**src/rtl/riscv_imm_pkg.sv**
```systemverilog
// Immediate-format codes, legal immediate ranges and the field bundle shared by
// the instruction encoder and the decode-stage immediate extender.
package riscv_imm_pkg;

    typedef enum logic [2:0] {
        IMM_I = 3'b000,
        IMM_S = 3'b001,
        IMM_J = 3'b010,
        IMM_R = 3'b011,
        IMM_B = 3'b101,
        IMM_U = 3'b110
    } immsrc_t;

    localparam int IMM_I_MIN = -2048;
    localparam int IMM_I_MAX = 2047;
    localparam int IMM_B_MIN = -4096;
    localparam int IMM_B_MAX = 4094;
    localparam int IMM_J_MIN = -(1 << 20);
    localparam int IMM_J_MAX = (1 << 20) - 2;

    localparam logic [31:0] NOP_INST = 32'h0000_0013;

    typedef struct packed {
        logic [2:0]  immsrc;
        logic [6:0]  opcode;
        logic [4:0]  rd;
        logic [2:0]  funct3;
        logic [4:0]  rs1;
        logic [4:0]  rs2;
        logic [6:0]  funct7;
        logic [31:0] imm;
    } enc_fields_t;

endpackage

```
**src/rtl/imm_field_pack.sv**
```systemverilog
// Scatters a 32-bit immediate into its instruction bit positions for the given
// format and flags out-of-range/misaligned values; purely combinational.
module imm_field_pack
    import riscv_imm_pkg::*;
(
    input  logic [2:0]  immsrc,
    input  logic [31:0] imm,
    output logic [31:0] imm_bits,
    output logic        fmt_ok,
    output logic        err
);

    logic signed [31:0] simm;

    assign simm = imm;

    always_comb begin
        imm_bits = '0;
        fmt_ok   = 1'b1;
        err      = 1'b0;
        case (immsrc)
            IMM_I: begin
                imm_bits[31:20] = imm[11:0];
                err = (simm < IMM_I_MIN) || (simm > IMM_I_MAX);
            end
            IMM_S: begin
                imm_bits[31:25] = imm[11:5];
                imm_bits[11:7]  = imm[4:0];
                err = (simm < IMM_I_MIN) || (simm > IMM_I_MAX);
            end
            IMM_B: begin
                imm_bits[31]    = imm[12];
                imm_bits[30:25] = imm[10:5];
                imm_bits[11:8]  = imm[4:1];
                imm_bits[7]     = imm[11];
                err = (simm < IMM_B_MIN) || (simm > IMM_B_MAX) || imm[0];
            end
            IMM_J: begin
                imm_bits[31]    = imm[20];
                imm_bits[30:21] = imm[10:1];
                imm_bits[20]    = imm[11];
                imm_bits[19:12] = imm[19:12];
                err = (simm < IMM_J_MIN) || (simm > IMM_J_MAX) || imm[0];
            end
            IMM_U: begin
                imm_bits[31:12] = imm[31:12];
                err = (imm[11:0] != 12'd0);
            end
            IMM_R: ;
            default: begin
                fmt_ok = 1'b0;
                err    = 1'b1;
            end
        endcase
    end

endmodule

```
**src/rtl/imm_encoder.sv**
```systemverilog
// Packs decoded fields + immediate into an RV32I word, streamed with a byte address.
// Two register stages (accept edge, then word visible after the next edge); stalls on out_ready low.
module imm_encoder
    import riscv_imm_pkg::*;
#(
    parameter int                ADDR_W    = 32,
    parameter logic [ADDR_W-1:0] BASE_ADDR = '0
) (
    input  logic              clk,
    input  logic              reset,
    input  logic              flush,
    input  logic              in_valid,
    output logic              in_ready,
    input  logic [2:0]        in_immsrc,
    input  logic [6:0]        in_opcode,
    input  logic [4:0]        in_rd,
    input  logic [2:0]        in_funct3,
    input  logic [4:0]        in_rs1,
    input  logic [4:0]        in_rs2,
    input  logic [6:0]        in_funct7,
    input  logic [31:0]       in_imm,
    output logic              out_valid,
    input  logic              out_ready,
    output logic [31:0]       out_inst,
    output logic [ADDR_W-1:0] out_addr,
    output logic              out_err,
    output logic [7:0]        err_count
);

    enc_fields_t       s1_q, s1_d;
    logic              s1_valid_q, s1_valid_d;
    logic              s2_valid_q, s2_valid_d;
    logic [31:0]       s2_inst_q, s2_inst_d;
    logic              s2_err_q, s2_err_d;
    logic [ADDR_W-1:0] addr_q, addr_d;
    logic [7:0]        err_cnt_q, err_cnt_d;

    logic              s2_free, in_fire, out_fire;
    logic [31:0]       imm_bits, word;
    logic              fmt_ok, pack_err;

    imm_field_pack u_pack (
        .immsrc   (s1_q.immsrc),
        .imm      (s1_q.imm),
        .imm_bits (imm_bits),
        .fmt_ok   (fmt_ok),
        .err      (pack_err)
    );

    // S1 may refill in the same cycle it hands its beat to S2.
    assign s2_free  = !s2_valid_q || out_ready;
    assign in_ready = !s1_valid_q || s2_free;
    assign in_fire  = in_valid && in_ready;
    assign out_fire = s2_valid_q && out_ready;

    always_comb begin
        word      = imm_bits;
        word[6:0] = s1_q.opcode;
        case (s1_q.immsrc)
            IMM_I: begin
                word[11:7]  = s1_q.rd;
                word[14:12] = s1_q.funct3;
                word[19:15] = s1_q.rs1;
            end
            IMM_S, IMM_B: begin
                word[14:12] = s1_q.funct3;
                word[19:15] = s1_q.rs1;
                word[24:20] = s1_q.rs2;
            end
            IMM_J, IMM_U: begin
                word[11:7] = s1_q.rd;
            end
            IMM_R: begin
                word[11:7]  = s1_q.rd;
                word[14:12] = s1_q.funct3;
                word[19:15] = s1_q.rs1;
                word[24:20] = s1_q.rs2;
                word[31:25] = s1_q.funct7;
            end
            default: ;
        endcase
        if (!fmt_ok) begin
            word = NOP_INST;
        end
    end

    always_comb begin
        s1_d       = s1_q;
        s1_valid_d = s1_valid_q;
        s2_valid_d = s2_valid_q;
        s2_inst_d  = s2_inst_q;
        s2_err_d   = s2_err_q;
        addr_d     = addr_q;
        err_cnt_d  = err_cnt_q;

        if (s2_free) begin
            s2_valid_d = s1_valid_q;
            if (s1_valid_q) begin
                s2_inst_d = word;
                s2_err_d  = pack_err;
            end
        end

        if (in_fire) begin
            s1_valid_d = 1'b1;
            s1_d = '{immsrc: in_immsrc, opcode: in_opcode, rd: in_rd,
                     funct3: in_funct3, rs1: in_rs1, rs2: in_rs2,
                     funct7: in_funct7, imm: in_imm};
        end else if (s1_valid_q && s2_free) begin
            s1_valid_d = 1'b0;
        end

        if (out_fire) begin
            addr_d = addr_q + ADDR_W'(4);
            if (s2_err_q && (err_cnt_q != 8'hFF)) begin
                err_cnt_d = err_cnt_q + 8'd1;
            end
        end
    end

    always_ff @(posedge clk) begin
        if (reset || flush) begin
            s1_q       <= '0;
            s1_valid_q <= 1'b0;
            s2_valid_q <= 1'b0;
            s2_inst_q  <= '0;
            s2_err_q   <= 1'b0;
            addr_q     <= BASE_ADDR;
            err_cnt_q  <= '0;
        end else begin
            s1_q       <= s1_d;
            s1_valid_q <= s1_valid_d;
            s2_valid_q <= s2_valid_d;
            s2_inst_q  <= s2_inst_d;
            s2_err_q   <= s2_err_d;
            addr_q     <= addr_d;
            err_cnt_q  <= err_cnt_d;
        end
    end

    assign out_valid = s2_valid_q;
    assign out_inst  = s2_inst_q;
    assign out_err   = s2_err_q;
    assign out_addr  = addr_q;
    assign err_count = err_cnt_q;

endmodule

```
**config.mk**
```make
export PLATFORM = sky130hd
export DESIGN_NAME = imm_encoder
export DESIGN_NICKNAME = d
export VERILOG_FILES = /design/src/rtl/riscv_imm_pkg.sv /design/src/rtl/imm_field_pack.sv /design/src/rtl/imm_encoder.sv
export SDC_FILE = /design/constraint.sdc
export NUM_CORES = 1
export LEC_CHECK = 0
export CAP_MARGIN = 25
export CORE_MARGIN = 2
export CORE_UTILIZATION = 50
export DETAILED_ROUTE_END_ITERATION = 12
export GPL_ROUTABILITY_DRIVEN = 0
export GPL_TIMING_DRIVEN = 0
export PLACE_DENSITY = 0.8
export SYNTH_ARGS = -nofsm -noshare
export SYNTH_HDL_FRONTEND = slang
export SYNTH_HIERARCHICAL = 1
export SYNTH_SLANG_ARGS = --single-unit
```
**constraint.sdc**
```tcl
create_clock -name clk -period 2.4 [get_ports clk]
set_input_delay 0.48 -clock clk [delete_from_list [all_inputs] [get_ports clk]]
set_output_delay 0.48 -clock clk [all_outputs]
set_load 0.01 [all_outputs]
```
==> impl_metrics.prom <==
# TYPE chip_impl_metric gauge
chip_impl_metric{name="io_buffer_count",unit=""} 144
chip_impl_metric{name="clock_path_buffers",unit=""} 2
chip_impl_metric{name="worstPathMaxFanout",unit=""} 6
chip_impl_info{name="hold_path_class",value="reg2reg"} 1
chip_impl_info{name="critPathCaptureType",value="output pin"} 1
chip_impl_metric{name="leakage_power",unit="nW"} 2.96
chip_impl_metric{name="synthesized_area_divided_by_synthesized_cell_count",unit="µm²"} 8.08
chip_impl_metric{name="clock_sink_count",unit=""} 140
chip_impl_metric{name="global_route_wire_length_before_repair",unit="µm"} 27300
chip_impl_info{name="hold_start",value="s1_q[45]$_SDFFE_PP0P_"} 1
chip_impl_metric{name="fin_util",unit="%"} 69.5
chip_impl_info{name="clk_root_buffer_cell",value="clkbuf_16"} 1
chip_impl_metric{name="clk_transition_reported_paths",unit="ps"} 50
chip_impl_metric{name="arrival",unit="ps"} 1770
chip_impl_info{name="rr_endpoint",value="out_inst[29]$_SDFFE_PP0P_"} 1
chip_impl_metric{name="gr-usage-all-layers",unit="%"} 26.3
chip_impl_metric{name="drt-pass1-iter-count",unit=""} 6
chip_impl_metric{name="htree_num_levels",unit=""} 4
chip_impl_metric{name="final_area",unit="µm²"} 8320
chip_impl_metric{name="grt_pass1_vias",unit=""} 5651
chip_impl_metric{name="route.detailed.drc",unit=""} 0
chip_impl_metric{name="drt_iter0_drc",unit=""} 452
chip_impl_metric{name="post_synth_instance_area",unit="µm²"} 6120
chip_impl_metric{name="peakVddDrop",unit="V"} 0.000508
chip_impl_metric{name="fmax",unit="MHz"} 445
chip_impl_metric{name="number_of_instances_in_the_synthesized_netlist",unit=""} 758
chip_impl_metric{name="final_antenna_net_count",unit=""} 0
chip_impl_metric{name="placed_cells",unit=""} 1050
chip_impl_metric{name="design.portCount",unit=""} 147
chip_impl_metric{name="routedWlPerCell",unit="µm"} 15.6
chip_impl_metric{name="core_area",unit="µm²"} 12000
chip_impl_metric{name="critPathRequiredTime",unit="ps"} 1920
chip_impl_info{name="timing.critical_path.from_type",value="primary input"} 1
chip_impl_metric{name="grt_start_max_net_pins",unit=""} 17
chip_impl_info{name="outcome",value="completed"} 1
chip_impl_info{name="setup.worst_path.class",value="in2out"} 1
chip_impl_metric{name="setup-violations-final",unit=""} 0
chip_impl_metric{name="clk-insertion-delay-late",unit="ps"} 410
chip_impl_metric{name="yosysWarnings",unit=""} 6
chip_impl_metric{name="reported_max_cap_violation_count",unit=""} 0
chip_impl_metric{name="cts_hold_buffers",unit=""} 0
chip_impl_metric{name="insertedDiodeCount",unit=""} 0
chip_impl_info{name="grt_setup_unrepaired",value="no"} 1
chip_impl_metric{name="maxSlewHeadroom",unit="%"} 47.8
chip_impl_metric{name="timing.hold.ws",unit="ps"} 453
chip_impl_metric{name="reg2regPathDepth",unit=""} 9
chip_impl_metric{name="grt_overflow",unit=""} 0
chip_impl_metric{name="post_cts.repair.setup_buffers",unit=""} 0
chip_impl_metric{name="stdcell_count",unit=""} 1080
chip_impl_metric{name="worst-slew-pin-transition",unit="ps"} 775
chip_impl_metric{name="portion_of_the_clock_cycle_consumed_by_the_worst_path_in_the_final_layout",unit="%"} 93.6
chip_impl_metric{name="power_density",unit="nW/µm²"} 642
chip_impl_metric{name="hold_viol_final",unit=""} 0
chip_impl_metric{name="num_rows",unit=""} 40
chip_impl_metric{name="die-area",unit="µm²"} 13100
chip_impl_info{name="hold_path_end",value="s1_q[45]$_SDFFE_PP0P_"} 1
chip_impl_metric{name="ff2ff_setup_slack",unit="ps"} 270
chip_impl_metric{name="area_growth",unit="%"} 35.9
chip_impl_metric{name="antenna_violations_before_repair",unit=""} 0
chip_impl_metric{name="drive_above_1_share",unit="%"} 5.57
chip_impl_metric{name="tritoncts.num_buffers",unit=""} 17
chip_impl_metric{name="detailed_place_hpwl",unit="µm"} 12200
chip_impl_metric{name="placement.cell_area",unit="µm²"} 7750
chip_impl_metric{name="die_w",unit="µm"} 115
chip_impl_metric{name="slew_violations",unit=""} 0
chip_impl_metric{name="clock_skew",unit="ps"} 5.64
chip_impl_metric{name="finalWirelength",unit="µm"} 16800
chip_impl_metric{name="n_fill_cell",unit=""} 996
chip_impl_metric{name="die_height",unit="µm"} 115
chip_impl_info{name="tritoncts",value="built"} 1
chip_impl_metric{name="via_count",unit=""} 5899
chip_impl_info{name="worstReg2RegStart",value="s1_q[65]$_SDFFE_PP0P_"} 1
chip_impl_metric{name="whs_path_depth",unit=""} 2
chip_impl_metric{name="post_drt_via_cell_ratio",unit=""} 5.46
chip_impl_metric{name="design.final.nets",unit=""} 996
chip_impl_metric{name="start_util",unit="%"} 51.2
chip_impl_metric{name="min_period",unit="ps"} 2250
worst max path at each step:
| stage | startpoint | to | slack, ps |
|---|---|---|---|
| global placement | out_ready | s1_q[56]$_SDFFE_PP0P_ | -280 |
| detailed placement | out_ready | s1_q[57]$_SDFFE_PP0P_ | -280 |
| global route | out_ready | in_ready | 80 |
| finish | out_ready | in_ready | 150 |
| floorplan | out_valid$_SDFFE_PP0P_ | out_addr[21]$_SDFFE_PP0P_ | 640 |
| CTS | s1_q[65]$_SDFFE_PP0P_ | out_inst[29]$_SDFFE_PP0P_ | 140 |
where the power goes:
group / switching [mW] / internal (mW) / total, mW
Sequential: 0.0391 / 2.36 / 2.40
Combinational: 0.209 / 0.205 / 0.414
Clock: 0.935 / 1.59 / 2.53
sequential cells by signal (all words and copies together), names as in the netlist:
signal,flops
err_count,8
out_valid,1
s1_valid_q,1
out_err,1
out_inst,32
out_addr,30
s1_q,67
metal layers:
| layer | GRT usage, % | part of all wire, % | vias to the layer above |
|---|---|---|---|
| met1 | 33.8 | 44 | 2734 |
| met5 | 0 | 0 | - |
| met3 | 5.24 | 6.2 | 41 |
| met2 | 42.6 | 47 | 232 |
| li1 | - | - | 2892 |
| met4 | 12.2 | 3.0 | 0 |
cell type report:
| class | count | area (µm²) | area share, % |
|---|---|---|---|
| tap | 147 | 184 | 2.21 |
| multi-input combinational | 560 | 3080 | 37.0 |
| inverter | 7 | 26.3 | 0.316 |
| timing repair buffer | 144 | 1440 | 17.3 |
| clock inverter | 8 | 92.6 | 1.11 |
| sequential | 140 | 2800 | 33.7 |
| buffer | 52 | 223 | 2.68 |
| clock buffer | 22 | 474 | 5.70 |
layout by cell type (no fill, tap or decap), types with 4 or more instances in the layout:
| master | count |
|---|---|
| nor4_1 | 5 |
| or3_1 | 4 |
| a21oi_1 | 91 |
| clkbuf_16 | 17 |
| xnor2_1 | 14 |
| dfxtp_1 | 140 |
| inv_1 | 7 |
| o21ai_1 | 6 |
| xor2_1 | 18 |
| o21ai_0 | 4 |
| nor3_1 | 13 |
| nand3_1 | 23 |
| nor2_1 | 77 |
| clkbuf_1 | 35 |
| and2_1 | 15 |
| and3_1 | 5 |
| nor2b_1 | 13 |
| clkdlybuf4s50_1 | 143 |
| a2bb2oi_1 | 25 |
| buf_2 | 10 |
| nand4_1 | 15 |
| clkinv_2 | 5 |
| nand2_1 | 164 |
| mux2i_1 | 28 |
stage by stage:
step / power, mW / setup TNS, ps / setup slack (ps)
4_1_cts: 5.35 / 0 / 137
3_5_place_dp: 2.86 / -18450 / -284
3_3_place_gp: 2.86 / -17120 / -275
2_1_floorplan: 2.65 / 0 / 641
5_1_grt: 5.51 / 0 / 79.4
6_report: 5.34 / 0 / 154
critical path: stages:
cell	delay [ps]
dlygate4sd2_1	330
and2b_1	260
nand2_1	120
clkdlybuf4s50_1	580
timing repair:
| item | in CTS | in global routing |
|---|---|---|
| gates resized for setup | 1 | 4 |
| pin swaps | 0 | 0 |
| endpoints found under the hold margin | 0 | 0 |
| setup endpoints to repair | 1 | 19 |
Power figures use the tool's default switching activity.
